$ cat src/rtl/gf_mul_pkg.sv
// rtl/gf_mul_pkg.sv - shared types, constants and helpers for the digit-serial GF(2^n) multiplier
// State encoding, default GCM reduction polynomial and a clog2 helper for counter sizing.
package gf_mul_pkg;

  typedef enum logic {
    IDLE = 1'b0,
    COMP = 1'b1
  } state_t;

  localparam logic [127:0] GF128_POLY = 128'h87;

  function automatic int clog2(input int value);
    int result;
    result = 0;
    while ((1 << result) < value) result++;
    return result;
  endfunction

endpackage

$ cat src/rtl/gf_mulx_step.sv
// rtl/gf_mulx_step.sv - one bit step of the interleaved multiply: conditional accumulate and multiply-by-x
// Purely combinational; the top chains DIGIT copies to consume DIGIT bits of H per cycle.
module gf_mulx_step
  import gf_mul_pkg::*;
#(
  parameter int               WIDTH = 128,
  parameter logic [WIDTH-1:0] POLY  = WIDTH'(GF128_POLY)
) (
  input  logic [WIDTH-1:0] z,
  input  logic [WIDTH-1:0] v,
  input  logic             h_bit,
  output logic [WIDTH-1:0] z_next,
  output logic [WIDTH-1:0] v_next
);

  assign z_next = h_bit ? (z ^ v) : z;
  // x^WIDTH folds back in as POLY when the top coefficient shifts out
  assign v_next = v[WIDTH-1] ? ((v << 1) ^ POLY) : (v << 1);

endmodule

$ cat src/rtl/gf_mul_digit.sv
// rtl/gf_mul_digit.sv - digit-serial GF(2^WIDTH) multiplier with optional GHASH-style accumulate
// Consumes DIGIT bits of H per cycle, LSB first; result lands in R after WIDTH/DIGIT compute cycles.
module gf_mul_digit
  import gf_mul_pkg::*;
#(
  parameter int               WIDTH = 128,
  parameter int               DIGIT = 1,
  parameter logic [WIDTH-1:0] POLY  = WIDTH'(GF128_POLY)
) (
  input  logic             clk,
  input  logic             reset,
  input  logic             start,
  input  logic             mode,
  input  logic             acc_clr,
  input  logic [WIDTH-1:0] H,
  input  logic [WIDTH-1:0] block_i,
  output logic [WIDTH-1:0] result_o,
  output logic             busy,
  output logic             done
);

  localparam int N  = WIDTH / DIGIT;
  localparam int CW = clog2(N) + 1;

  if ((WIDTH % DIGIT) != 0) begin : g_bad_digit
    $error("gf_mul_digit: DIGIT must divide WIDTH");
  end

  state_t           state;
  state_t           state_nx;
  logic [WIDTH-1:0] r_q;
  logic [WIDTH-1:0] z_q;
  logic [WIDTH-1:0] v_q;
  logic [WIDTH-1:0] h_q;
  logic [CW-1:0]    cnt;
  logic [WIDTH-1:0] op;
  logic             last;

  logic [WIDTH-1:0] z_c [DIGIT+1];
  logic [WIDTH-1:0] v_c [DIGIT+1];

  assign z_c[0] = z_q;
  assign v_c[0] = v_q;

  // h_q is shifted right by DIGIT each cycle, so bit j is always H[cnt*DIGIT+j]
  for (genvar j = 0; j < DIGIT; j++) begin : g_step
    gf_mulx_step #(
      .WIDTH (WIDTH),
      .POLY  (POLY)
    ) u_step (
      .z      (z_c[j]),
      .v      (v_c[j]),
      .h_bit  (h_q[j]),
      .z_next (z_c[j+1]),
      .v_next (v_c[j+1])
    );
  end

  assign op       = (mode && !acc_clr) ? (block_i ^ r_q) : block_i;
  assign last     = (cnt == CW'(N - 1));
  assign result_o = r_q;

  always_comb begin
    state_nx = state;
    case (state)
      IDLE:    if (start) state_nx = COMP;
      COMP:    if (last) state_nx = IDLE;
      default: state_nx = IDLE;
    endcase
  end

  always_ff @(posedge clk) begin
    if (reset) begin
      state <= IDLE;
      r_q   <= '0;
      z_q   <= '0;
      v_q   <= '0;
      h_q   <= '0;
      cnt   <= '0;
      busy  <= 1'b0;
      done  <= 1'b0;
    end else begin
      state <= state_nx;
      done  <= 1'b0;
      case (state)
        IDLE: begin
          if (start) begin
            v_q  <= op;
            z_q  <= '0;
            h_q  <= H;
            cnt  <= '0;
            busy <= 1'b1;
          end
          if (acc_clr) r_q <= '0;
        end
        COMP: begin
          z_q <= z_c[DIGIT];
          v_q <= v_c[DIGIT];
          h_q <= h_q >> DIGIT;
          cnt <= cnt + CW'(1);
          if (last) begin
            r_q  <= z_c[DIGIT];
            done <= 1'b1;
            busy <= 1'b0;
            cnt  <= '0;
          end
        end
        default: ;
      endcase
    end
  end

endmodule

$ cat config.mk
export PLATFORM = sky130hd
export DESIGN_NAME = gf_mul_digit
export DESIGN_NICKNAME = d
export VERILOG_FILES = /design/src/rtl/gf_mul_pkg.sv /design/src/rtl/gf_mulx_step.sv /design/src/rtl/gf_mul_digit.sv
export SDC_FILE = /design/constraint.sdc
export NUM_CORES = 1
export LEC_CHECK = 0
export ABC_AREA = 1
export BUFFER_PORTS_ARGS = -buffer_cell sky130_fd_sc_hd__buf_2
export CORE_ASPECT_RATIO = 1.75
export CORE_MARGIN = 2
export CORE_UTILIZATION = 57
export DETAILED_ROUTE_END_ITERATION = 10
export PLACE_DENSITY = 0.83
export SLEW_MARGIN = 30
export SYNTH_ARGS = -nofsm -noshare
export SYNTH_HDL_FRONTEND = slang
export SYNTH_SLANG_ARGS = --single-unit
$ cat constraint.sdc
create_clock -name clk -period 1.63 [get_ports clk]
set_input_delay 0.163 -clock clk [delete_from_list [all_inputs] [get_ports clk]]
set_output_delay 0.163 -clock clk [all_outputs]
set_load 0.01 [all_outputs]
; ---- Word level (Yosys, flattened, before mapping)
; Cells that the tools add are included.
[classes]
n_mux = 22
bitwise_logic = 4
addsub = 1
n_eq_ne = 4
n_reduce_logical = 5
[ops]
columns = operator, count
row1 = 128-bit one-hot mux with 2 select lines, 4
row2 = 128-bit two-way mux, 7
row3 = 128-bit XOR, 2
row4 = 8-bit two-way mux, 3
row5 = 8-bit one-hot mux with 2 select lines, 1
row6 = "8-bit by 1-bit adder with 8-bit output, second input constant", 1
row7 = "8-bit by 7-bit == test with 1-bit output, second input constant", 1
row8 = 1-bit two-way mux, 5
row9 = "2-bit != test, second input constant", 2
row10 = 4-bit inverter, 1
row11 = 1-bit one-hot mux with 2 select lines, 2
row12 = 2-bit AND reduction, 2
row13 = "2-bit by 1-bit != test with 1-bit output, second input constant", 1
row14 = 2-bit OR reduction, 1
row15 = 1-bit logical AND, 1
row16 = 1-bit zero test, 1
row17 = 1-bit inverter, 1
[word_totals]
inputBits = 261
ff_bits = 523
out_inout_bits = 130
elab_cells = 44

; ---- Logic depth before layout (Yosys ltp)
[logic_depth]
ltp_word = 5
mapped_depth = 10
mapped_depth_nobuf = 8

; ---- By module
; From an unflattened synthesis, not the netlist that was laid out.
[hier_totals]
cells_unflattened = 4217
area_unflattened_um2 = 27268.7
[by_module_without_submodules]
columns = mod, seq_area_each_um2, area_each_um2, n_inst, cells_each
row1 = gf_mul_digit, 10470.0, 23092.1, 1, 3292
row2 = gf_mulx_step, 0.0, 4176.5, 1, 925

; ---- Least setup slack after synthesis
; Ideal clock, no wire load.
[synth_path]
kind = reg2reg
start = register cnt[1]
end = register r_q[71] (netlist: result_o[71])
synth_period_minus_slack_ps = 1443
arrival_time_ps = 1331
path_stages_with_launch = 11
n_path_buf = 2
setup_time_ps = 113
setup_slack_ps = 187
t_required_ps = 1517
cell_sequence = dfxtp_1 -> ha_1 -> nand2_2 -> nor2_4 -> nand3_2 -> nand2_2 -> buf_6 -> buf_4 -> nand2_1 -> nand2_1 -> nor2_1
[synth_via]
elab_chain_len = 3
[synth_rtl]
columns = item, line_no
row1 = start: declaration, gf_mul_digit.sv:35  ; logic [CW-1:0] cnt;
row2 = start signal: assignment, gf_mul_digit.sv:100  ; cnt <= cnt + CW'(1);
row3 = 8-bit by 7-bit == test with 1-bit output, gf_mul_digit.sv:60  ; assign last = (cnt == CW'(N - 1));
row4 = 2-bit by 1-bit != test with 1-bit output (no line), n/a
row5 = 2-bit AND reduction (no line), n/a
row6 = end signal: assignment, gf_mul_digit.sv:102  ; r_q <= z_c[DIGIT];
row7 = end: declaration, gf_mul_digit.sv:31  ; logic [WIDTH-1:0] r_q;
; No other way between the ends.
; A chain may end at the register's enable or synchronous reset.

; ---- Worst setup path in the final report
[layout_path]
start = register cnt[1]
end = register r_q[21] (netlist: result_o[21])
; The elaborated chain is that of the path after synthesis.

==> metrics <==
RSZ-0062 raised after global routing true; Net Sw Frac 28.36%; top cells by area, synth dfxtp_1, nand2_1, nand3_1; Setup Skew between 0.015 and 0.02 ns; via count between 20000 and 30000; maxcap violations 0; Warnings, synthesis 0; clock power share 37.1%; failing checks negative setup slack; hold path depth 4; worst vdd ir approximately 1.1 mV; pin slew with the least headroom to its limit 0.6391 ns; syn nets 4089; Num CTS Buffers 48; CP Depth 10; internal power between 0.02 and 0.025 W; RD Place Congestion approximately 0.86; drt wl/cell approximately 17 um; Synth cell types 22; Max FO, Critical Path 7; outcome finished with violations; Psw between 0.008 and 0.009 W; num ports 391; grt total ovfl 0; pin count of the biggest net entering global routing 122; detailed-placement wirelength estimate between 40000 and 50000 um; Worst Setup End Kind register; Tcrit/Tclk final 102.9%; total iterations of the first detailed-routing run 6; WP buf/inv 3; Fin Setup TNS -0.3800 ns; DRT iter0 DRCs 2567; Vias per Instance 5.803; Placeable Area 44030 um2; cells along the critical path ha_4 > nand2_4 > nor2_4 > nand3_4 > nand2_8 > buf_12 > buf_12 > buf_16 > nor2_2 > nor2_1; antenna violation net count after detailed routing 0; Worst-Skew Late Latency 0.57 ns; Syn Area/Cell 6.593 um2; Clock transition at path regs 0.07 ns; clk sinks roughly 520; antenna violations before repair 4; die height roughly 280 um; Setup Crit Path Kind register to register; H-Tree Level Count 2; Power Density 955.1 nW/um2; Final Total Pwr 0.03067 W; cell family with most CP delay simple AND/OR/NAND/NOR gates; Worst path max stage delay approximately 0.36 ns; CP Launch Type register; Leak 13.53 nW; die area 46030 um2; Worst EP arrival 2.17 ns; Yosys top cell by area dfxtp_1; Max-slew headroom 57.39%; CTS root buffer clkbuf_16; PortBufs 390; first-pass GRT wire length 128900 um; Yosys top cell area share 41.49%; Crit-path slowest cell dfxtp_2; sequential power share 46.3%; Worst Reg2Reg Path Length in Cells 10; TritonCTS clock tree yes; Area growth syn-to-layout 27.24%; Pins Over Slew Limit 0; CTS max path bufs 3; Initial Util ~57%; min Tclk post-route 1.677 ns; number of global-route vias before repair approximately 27000; Yosys reg bits 523; Seq/Total Area, Yosys 41.49%; final WL 83170 um; synthesized netlist cell count 3827; nets ~4500; Max Fclk about 0.60 GHz; die width 163.0 um; global-route usage over all layers 33.92%; share of layout cells above drive strength 1 around 15%; Critical Path RT 2.12 ns; CP dominant cell by count buf_12; Hold Vio Cnt, Final 0; Final setup viols 23; Worst Hold Class input port to register; Layout fillers approximately 3200; Logic pwr share 16.7%; # DRC 0; Post-Syn Area 25230 um2; Site Rows between 100 and 150; Final WS setup -0.04687 ns
-- layout make-up --
cell class	count	area [um2]	area share (%)
clock inverters	10	100.1	0.3118
repair buffers	688	5634	17.55
inverters	144	560.5	1.746
multi-input cells	2877	13170	41.02
diodes	3	7.507	0.02338
clock buffers	71	1440	4.485
well taps	572	715.7	2.229
flip-flops and latches	523	10480	32.64
-- synth_stat cells --
library cell and n:
buf_1 17, ha_1 1, nand2_1 1428, dfxtp_1 523, nor2_1 389, clkbuf_1 130
inv_2 3, a31oi_1 128, o21ai_0 5, o21bai_1 132, buf_4 21, nand4_1 128
nor2_4 2, or2_2 1, nand2_2 2, inv_1 141, a21oi_1 261, nand3_1 397
nand3_2 1, xor2_1 2, buf_6 20, buf_2 95
-- path summary, 6_finish.rpt --
check / startpoint / to / slack, ns
worst min register to register: z_q[127]$_SDFFE_PP0P_ / z_q[127]$_SDFFE_PP0P_ / 0.48
worst max-delay path: cnt[1]$_SDFFE_PP0P_ / result_o[21]$_SDFFE_PP0P_ / -0.05
worst min-delay path: block_i[46] / v_q[46]$_SDFFE_PP0P_ / 0.01
worst max register to register: cnt[1]$_SDFFE_PP0P_ / result_o[21]$_SDFFE_PP0P_ / -0.05
-- flip-flops by register name, indices dropped and copies added (netlist names) --
| name | count |
|---|---|
| state | 1 |
| busy | 1 |
| v_q | 128 |
| z_q | 128 |
| cnt | 8 |
| result_o | 128 |
| h_q | 128 |
| done | 1 |
-- layout by cell type (no fill, tap or decap), types with 4 or more instances in the layout --
cell type | netlist | routed
a21oi_1 | 261 | 261
a31oi_1 | 128 | 128
buf_12 | 0 | 42
buf_16 | 0 | 14
buf_2 | 95 | 387
buf_4 | 21 | 34
buf_6 | 20 | 4
clkbuf_1 | 130 | 10
clkbuf_16 | 0 | 56
clkbuf_8 | 0 | 12
clkinv_2 | 0 | 8
dfxtp_1 | 523 | 519
dlygate4sd3_1 | 0 | 199
inv_1 | 141 | 140
nand2_1 | 1428 | 1411
nand2_2 | 2 | 12
nand2_4 | 0 | 6
nand3_1 | 397 | 396
nand4_1 | 128 | 128
nor2_1 | 389 | 337
nor2_2 | 0 | 29
nor2_4 | 2 | 25
o21ai_0 | 5 | 5
o21bai_1 | 132 | 132
-- cell families after synthesis --
group           count (synthesis)  synth area share (%)
compound gates                526                 12.38
fa+ha+maj                       1               0.04958
xor+xnor                        2               0.06943
buf+inv                       427                 7.730
simple gates                 2348                 38.28
flops                         523                 41.49
-- layer usage --
metal / part of all wire (%) / track usage [%]
met4: 5.9 / 21.01
met3: 7.7 / 5.411
met2: 50 / 60.04
met5: 0.019 / 0
met1: 37 / 37.85
-- power groups by stage --
stage	Sequential, W	Clock [W]	Combinational (W)
after floorplan	0.0143	0	0.00264
final	0.0142	0.0114	0.00512
after CTS	0.0141	0.0114	0.00473
after global routing	0.0143	0.0120	0.00553
after global placement	0.0144	0	0.00402
after detailed placement	0.0144	0	0.00410
-- metrics by stage --
step / hold slack [ns] / worst slack (ns) / instance area [um2] / util, % / instances
after floorplan: 0.3057 / 0.1866 / 25230 / - / 3827
after global placement: 0.4160 / 0.02818 / 27590 / 62.67 / 4575
after detailed placement: 0.4266 / -0.04554 / 27590 / 62.67 / 4575
after CTS: 0.00008848 / 0.0005460 / 31590 / 71.74 / 4875
after global routing: 0.01418 / -0.09589 / 32110 / 72.92 / 4888
final: 0.01191 / -0.04687 / 32110 / 72.92 / 4888
-- tightest hold or removal path, stage by stage --
cell     delay (ns)
buf_2          0.09
nand4_1        0.09
nand3_1        0.09
a31oi_1        0.08
-- repair_timing --
| action | 4_1_cts | 5_1_grt |
|---|---|---|
| endpoints found under the hold margin | 200 | 1 |
| pin swaps | 3 | 53 |
| gates resized for setup | 23 | 104 |
| gates cloned | 9 | 6 |
| endpoints found under the setup margin | 111 | 191 |
| buffers inserted | 12 | 4 |
| hold buffers | 198 | 1 |
Note: power is estimated with default switching activity, not from simulation.
